`config.mk`:
```
export PLATFORM = sky130hd
export DESIGN_NAME = fifo_reader
export DESIGN_NICKNAME = d
export VERILOG_FILES = /design/src/rtl/fifo_reader_pkg.sv /design/src/rtl/fifo_reader_skid.sv /design/src/rtl/fifo_reader.sv
export SDC_FILE = /design/constraint.sdc
export NUM_CORES = 1
export LEC_CHECK = 0
export CAP_MARGIN = 20
export CORE_UTILIZATION = 30
export DETAILED_ROUTE_END_ITERATION = 6
export PLACE_DENSITY = 0.57
export SKIP_CTS_REPAIR_TIMING = 1
export SLEW_MARGIN = 40
export SYNTH_ARGS = -nofsm -noshare
export SYNTH_HDL_FRONTEND = slang
export SYNTH_SLANG_ARGS = --single-unit
```
`constraint.sdc`:
```
create_clock -name clk -period 11.1 [get_ports clk]
set_input_delay 2.775 -clock clk [delete_from_list [all_inputs] [get_ports clk]]
set_output_delay 2.775 -clock clk [all_outputs]
set_load 0.005 [all_outputs]
```
`src/rtl/fifo_reader_pkg.sv`:
```
// Shared types and sizing helpers for the FIFO reader and its skid buffer.
package fifo_reader_pkg;

  typedef enum logic {IDLE = 1'b0, BURST = 1'b1} state_t;

  // Pull counter must hold 0..burst_len-1 for any legal burst_len.
  function automatic int cnt_w(input int len);
    return $clog2(len + 1);
  endfunction

endpackage

```
`src/rtl/fifo_reader_skid.sv`:
```
// Two-entry in-order valid/ready buffer of {last, data}; the head entry drives
// the registered outputs directly.
module fifo_reader_skid
  import fifo_reader_pkg::*;
#(
  parameter int busw = 32
) (
  input  logic            clk,
  input  logic            rst,
  input  logic            in_valid,
  input  logic [busw-1:0] in_data,
  input  logic            in_last,
  output logic            in_room,
  output logic            out_valid,
  input  logic            out_ready,
  output logic [busw-1:0] out_data,
  output logic            out_last
);

  logic            v1;
  logic [busw-1:0] d1;
  logic            l1;
  logic            pop;

  assign pop     = out_valid && out_ready;
  // Second slot empty means occupancy < 2; a pop frees a slot this edge.
  assign in_room = !v1 || pop;

  always_ff @(posedge clk or posedge rst) begin
    if (rst) begin
      out_valid <= 1'b0;
      out_data  <= '0;
      out_last  <= 1'b0;
      v1        <= 1'b0;
      d1        <= '0;
      l1        <= 1'b0;
    end else if (pop) begin
      if (v1) begin
        out_data <= d1;
        out_last <= l1;
        v1       <= in_valid;
        d1       <= in_data;
        l1       <= in_last;
      end else begin
        out_valid <= in_valid;
        if (in_valid) begin
          out_data <= in_data;
          out_last <= in_last;
        end
      end
    end else if (in_valid) begin
      if (!out_valid) begin
        out_valid <= 1'b1;
        out_data  <= in_data;
        out_last  <= in_last;
      end else begin
        v1 <= 1'b1;
        d1 <= in_data;
        l1 <= in_last;
      end
    end
  end

endmodule

```
`src/rtl/fifo_reader.sv`:
```
// Pulls fixed-length bursts from a first-word fall-through FIFO into a
// registered valid/ready stream, with out_last marking each burst's end.
module fifo_reader
  import fifo_reader_pkg::*;
#(
  parameter int busw      = 32,
  parameter int burst_len = 8
) (
  input  logic            clk,
  input  logic            rst,
  input  logic            enable,
  input  logic            fifo_empty,
  input  logic [busw-1:0] fifo_dataout,
  output logic            fifo_pull,
  output logic            out_valid,
  input  logic            out_ready,
  output logic [busw-1:0] out_data,
  output logic            out_last,
  output logic            busy,
  output logic [31:0]     words_sent
);

  localparam int            CW       = cnt_w(burst_len);
  localparam logic [CW-1:0] LAST_IDX = CW'(burst_len - 1);

  state_t        state;
  logic [CW-1:0] cnt;
  logic          room;
  logic          last_pull;

  assign fifo_pull = (state == BURST) && !fifo_empty && room;
  assign last_pull = (cnt == LAST_IDX);
  assign busy      = (state == BURST) || out_valid;

  always_ff @(posedge clk or posedge rst) begin
    if (rst) begin
      state      <= IDLE;
      cnt        <= '0;
      words_sent <= '0;
    end else begin
      case (state)
        IDLE: if (enable && !fifo_empty) begin
          state <= BURST;
          cnt   <= '0;
        end
        // Bursts never end early: an empty FIFO only stalls the pulls.
        BURST: if (fifo_pull) begin
          cnt <= cnt + 1'b1;
          if (last_pull) state <= IDLE;
        end
        default: state <= IDLE;
      endcase
      if (out_valid && out_ready) words_sent <= words_sent + 32'd1;
    end
  end

  fifo_reader_skid #(.busw(busw)) u_skid (
    .clk       (clk),
    .rst       (rst),
    .in_valid  (fifo_pull),
    .in_data   (fifo_dataout),
    .in_last   (last_pull),
    .in_room   (room),
    .out_valid (out_valid),
    .out_ready (out_ready),
    .out_data  (out_data),
    .out_last  (out_last)
  );

endmodule

```
# [After elaboration in Yosys (flattened, before gate mapping)]
# Cells that the tools add are included.
[word_totals] register_bits=105 input_bits=37 word_cells=66
[op_classes] n_addsub=2 eq_ne=6 muxes=32 bitwise=1 n_reduce_logical=16
[ops] operator="two-way mux 32 bit" count=9
[ops] operator="adder 32 x 1 -> 32 bit (second input constant)" count=1
[ops] operator="two-way mux 1 bit" count=19
[ops] operator="two-way mux 4 bit" count=2
[ops] operator="one-hot mux 4 bit (2 select lines)" count=1
[ops] operator="!= test 2 bit (second input constant)" count=3
[ops] operator="AND reduction 2 bit" count=3
[ops] operator="AND reduction 3 bit" count=2
[ops] operator="nonzero test 2 bit" count=3
[ops] operator="adder 4 x 1 -> 4 bit (second input constant)" count=1
[ops] operator="equality test 4 x 3 -> 1 bit (second input constant)" count=1
[ops] operator="logical AND 1 bit" count=4
[ops] operator="!= test 2 x 1 -> 1 bit (second input constant)" count=2
[ops] operator="zero test 1 bit" count=2
[ops] operator="logical OR 1 bit" count=2
[ops] operator="one-hot mux 1 bit (2 select lines)" count=1
[ops] operator="inverter 1 bit" count=1

# [Longest topological paths before layout]
[depth] ltp_word=6 ltp_mapped=6 ltp_nobuf=5

# [By module]
# A second synthesis with hierarchy kept.
[hier_totals] hier_cells=450 area_unflattened_um2=5032.3
[by_module_without_submodules] module="fifo_reader_skid" instances=1 cells_each=281 area_each_um2=3205.6 seq_area_each_um2=1701.6
[by_module_without_submodules] module="fifo_reader" instances=1 cells_each=169 area_each_um2=1826.8 seq_area_each_um2=925.9

# [Worst setup path before layout]
# Ideal clock, no wire load.
[synth_path] path_type="input to output" startpoint="in out_ready" endpoint="out fifo_pull" arrival_time_ns=3.345 required_time_ns=8.325 slack_ns=4.980 path_stages=3 path_buffers=1 path_cell_list="buf_2 -> nand2_1 -> a21oi_1"
[synth_between] elab_chain_len=3
[synth_rtl] item="start: declaration" line_no="fifo_reader.sv:16" text="input logic out_ready,"
[synth_rtl] item="logical AND 1 bit" line_no="fifo_reader_skid.sv:25" text="assign pop = out_valid && out_ready;"
[synth_rtl] item="logical OR 1 bit" line_no="fifo_reader_skid.sv:27" text="assign in_room = !v1 || pop;"
[synth_rtl] item="logical AND 1 bit" line_no="fifo_reader.sv:31" text="assign fifo_pull = (state == BURST) && !fifo_empty && room;"
[synth_rtl] item="end: declaration" line_no="fifo_reader.sv:14" text="output logic fifo_pull,"
# Every way passes these cells.

# [Final worst setup path]
# Ends and elaborated chain as after synthesis.

==> metrics.md <==
| Metric | Value |
|---|---|
| Status | completed |
| Min-Delay Path Depth | 1 |
| Syn_nets | 433 |
| Sequential share of the synthesized area | 56.7% |
| Reg2Reg Depth | 4 |
| I/O pins | 105 |
| Non-filler instance count after layout | about 690 |
| P per Cell Area | 240 nW/um2 |
| Worst skew pair latency | 0.34 ns |
| Post-Synthesis Cells | about 400 |
| Critical Path Fanout Max | 11 |
| Uppermost layer routed | met4 |
| CTS max path bufs | 2 |
| Die X | 126 um |
| Length of the first detailed-routing pass in iterations | 4 |
| Most used cell, CP | clkdlybuf4s50_1 |
| Final Util | 41.1% |
| Layout Skew | between 0.01 and 0.015 ns |
| Slew Limit Fails | 0 |
| Post-layout min period | 7.40 ns |
| Final WL | slightly below 10000 um |
| Setup CP Type | in -> out |
| Slowest CP cell | clkdlybuf4s50_1 |
| Slack of the critical path | approximately 3.7 ns |
| Critical path's largest stage delay | 0.69 ns |
| Number of max-cap violations | 0 |
| Via/cell ratio | 4.67 |
| Final ANT Viol Nets | 0 |
| First-pass GRT wire length | 16900 um |
| Synth-to-Final Area Change | 34.2% |
| Post-DP HPWL | 6770 um |
| Relative slew slack | 51.8% |
| Post-synthesis register bit count | 105 |
| Synth Cell Area | 4630 um2 |
| Pleak | 2.69 nW |
| Clock slew at reported path FFs | 0.07 ns |
| Share of cells above drive strength 1 | 13.0% |
| Gr ovfl total | 0 |
| Placed Cells incl. Taps | 672 |
| Post-route cell area | 6220 um2 |
| DRT iter0 DRCs | 174 |
| Antenna violations before repair | 0 |
| WL met3 | 396 um |
| I/O Buffers | 104 |
| CTS buffer count | 9 |
| Remaining routing DRC violations | 0 |
| Worst Setup End Kind | primary output |
| Fin crit share | 66.7% |
| Hold Path Class | reg -> reg |
| Routed len/inst | about 14 um |
| Post-synth EDFFs | 0 |
| Die area | 15900 um2 |
| Most frequent cells in the layout | dfrtp_1 (105), clkdlybuf4s50_1 (104), nand2_1 (51) |
| Total track usage | 13.6% |
| H-tree levels | 3 |
| Diode count | 0 |
| Final hold vios | 0 |
| CP Launch Type | input port |
| Top_reg_cell synth | dfrtp_1 |
| Worst EP arrival | about 4.6 ns |
| Warnings from Yosys | 0 |
| Most common cell after layout, fill and taps aside | dfrtp_1 |
| VDD IR max | 0.0000946 V |
| Cells along the critical path | clkdlybuf4s50_1 -> nand2_1 -> a21oi_1 -> clkdlybuf4s50_1 |
| Setup violators final | 0 |
| TNS Setup | 0 ns |
| Initial core utilization | a little under a third |
| Largest net degree at the start of global routing | 59 |
| Fmax achieved | 135 MHz |
| Cell Rows | 45 |
| CP Buf/Inv Count | 2 |
| Core Area | 15100 um2 |
| Area post-placement | about 5900 um2 |
| Async S/R FF share, synth | 100% |
| Synthesized area per cell | 11.8 um2 |
| Req. time, crit path | 8.33 ns |
| DRT met1 WL | 5000 um |
| TritonCTS sink count | 105 |
| WP depth | 4 |
| Final Wtd Congestion | ~0.76 |
| Nets | 535 |
| Die Y | approximately 130 um |
| Root Buffer | clkbuf_16 |
| Vias in the first global route | 3233 |
| Routed vias | between 3000 and 4000 |
| RSZ-0062 raised after global routing | no |
| CTS tree | built |
| Distinct cells, synth | 35 |
| Delay-heaviest family, CP | buffers and inverters |
| DP Worst Slack | approximately 3.7 ns |
| Metal2 WL | 4320 um |
| Tightest Pin Transition | 0.722 ns |
-- sequential cells by signal, summed over array words and instances, names as in the netlist --
register and count:
state 1, u_skid.out_last 1, u_skid.v1 1, words_sent 32
u_skid.d1 32, u_skid.out_valid 1, u_skid.out_data 32, u_skid.l1 1
cnt 4
-- area by class of cell --
class                   count  area [um2]
fillers                  1438        8930
flip-flops and latches    105        2630
multi-input cells         266        1910
repair buffers            108        1070
clock buffers              11         253
well taps                 188         235
clock inverters             4        98.8
inverters                   6        25.0
-- layer usage --
metal | up-vias | GRT usage [%]
li1 | 1573 | -
met1 | 1560 | 18.9
met2 | 65 | 20.2
met3 | 12 | 2.76
met4 | 0 | 6.73
met5 | - | 0
-- Yosys cell counts (5+ instances only) --
| master | n | area share [%] |
|---|---|---|
| and3_1 | 7 | 0.95 |
| buf_2 | 8 | 0.86 |
| clkbuf_1 | 7 | 0.57 |
| dfrtp_1 | 105 | 57 |
| inv_1 | 6 | 0.49 |
| mux2_2 | 33 | 8.0 |
| mux2i_1 | 32 | 6.9 |
| nand2_1 | 51 | 4.1 |
| nand3_1 | 12 | 1.3 |
| nand4_1 | 8 | 1.1 |
| nor2_1 | 9 | 0.73 |
| nor4_2 | 5 | 1.4 |
| o21ai_0 | 39 | 4.2 |
| xnor2_1 | 18 | 3.4 |
| xor2_1 | 15 | 2.8 |
-- worst paths after layout --
path | endpoint | slack (ns) | from
max | fifo_pull | 3.70 | out_ready
min | words_sent[31] | 0.47 | words_sent[31]
max reg2reg | words_sent[27] | 9.08 | u_skid.out_valid
min reg2reg | words_sent[31] | 0.47 | words_sent[31]
max in group asynchronous | u_skid.out_data[19] | 7.07 | rst
min in group asynchronous | words_sent[29] | 2.87 | rst
-- power breakdown --
group	total, W	switching, W	leakage (nW)	internal [W]
Clock	0.000373	0.000141	0.172	0.000233
Combinational	0.000498	0.000215	1.20	0.000283
Sequential	0.000624	0.0000977	1.32	0.000526
-- stage by stage --
stage / hold slack, ns / total power (W)
6_report: 0.469 / 0.00150
5_1_grt: 0.482 / 0.00160
4_1_cts: 0.478 / 0.00152
3_5_place_dp: 0.469 / 0.00114
3_3_place_gp: 0.459 / 0.00112
2_1_floorplan: 0.450 / 0.000898
-- cell families (layout without fill, tap and decap cells) --
family                   count (synthesis)  in the layout  share of synthesized area (%)
AND/OR/NAND/NOR                        119            119                           13.9
flip-flops                             105            105                           56.7
multiplexers                            65             65                           14.9
AO/OA/AOI/OAI                           47             47                           5.40
XOR/XNOR                                33             33                           6.24
buffers and inverters                   23            129                           2.32
adder cells (fa/ha/maj)                  2              2                          0.540
Power figures use the tool's default switching activity.
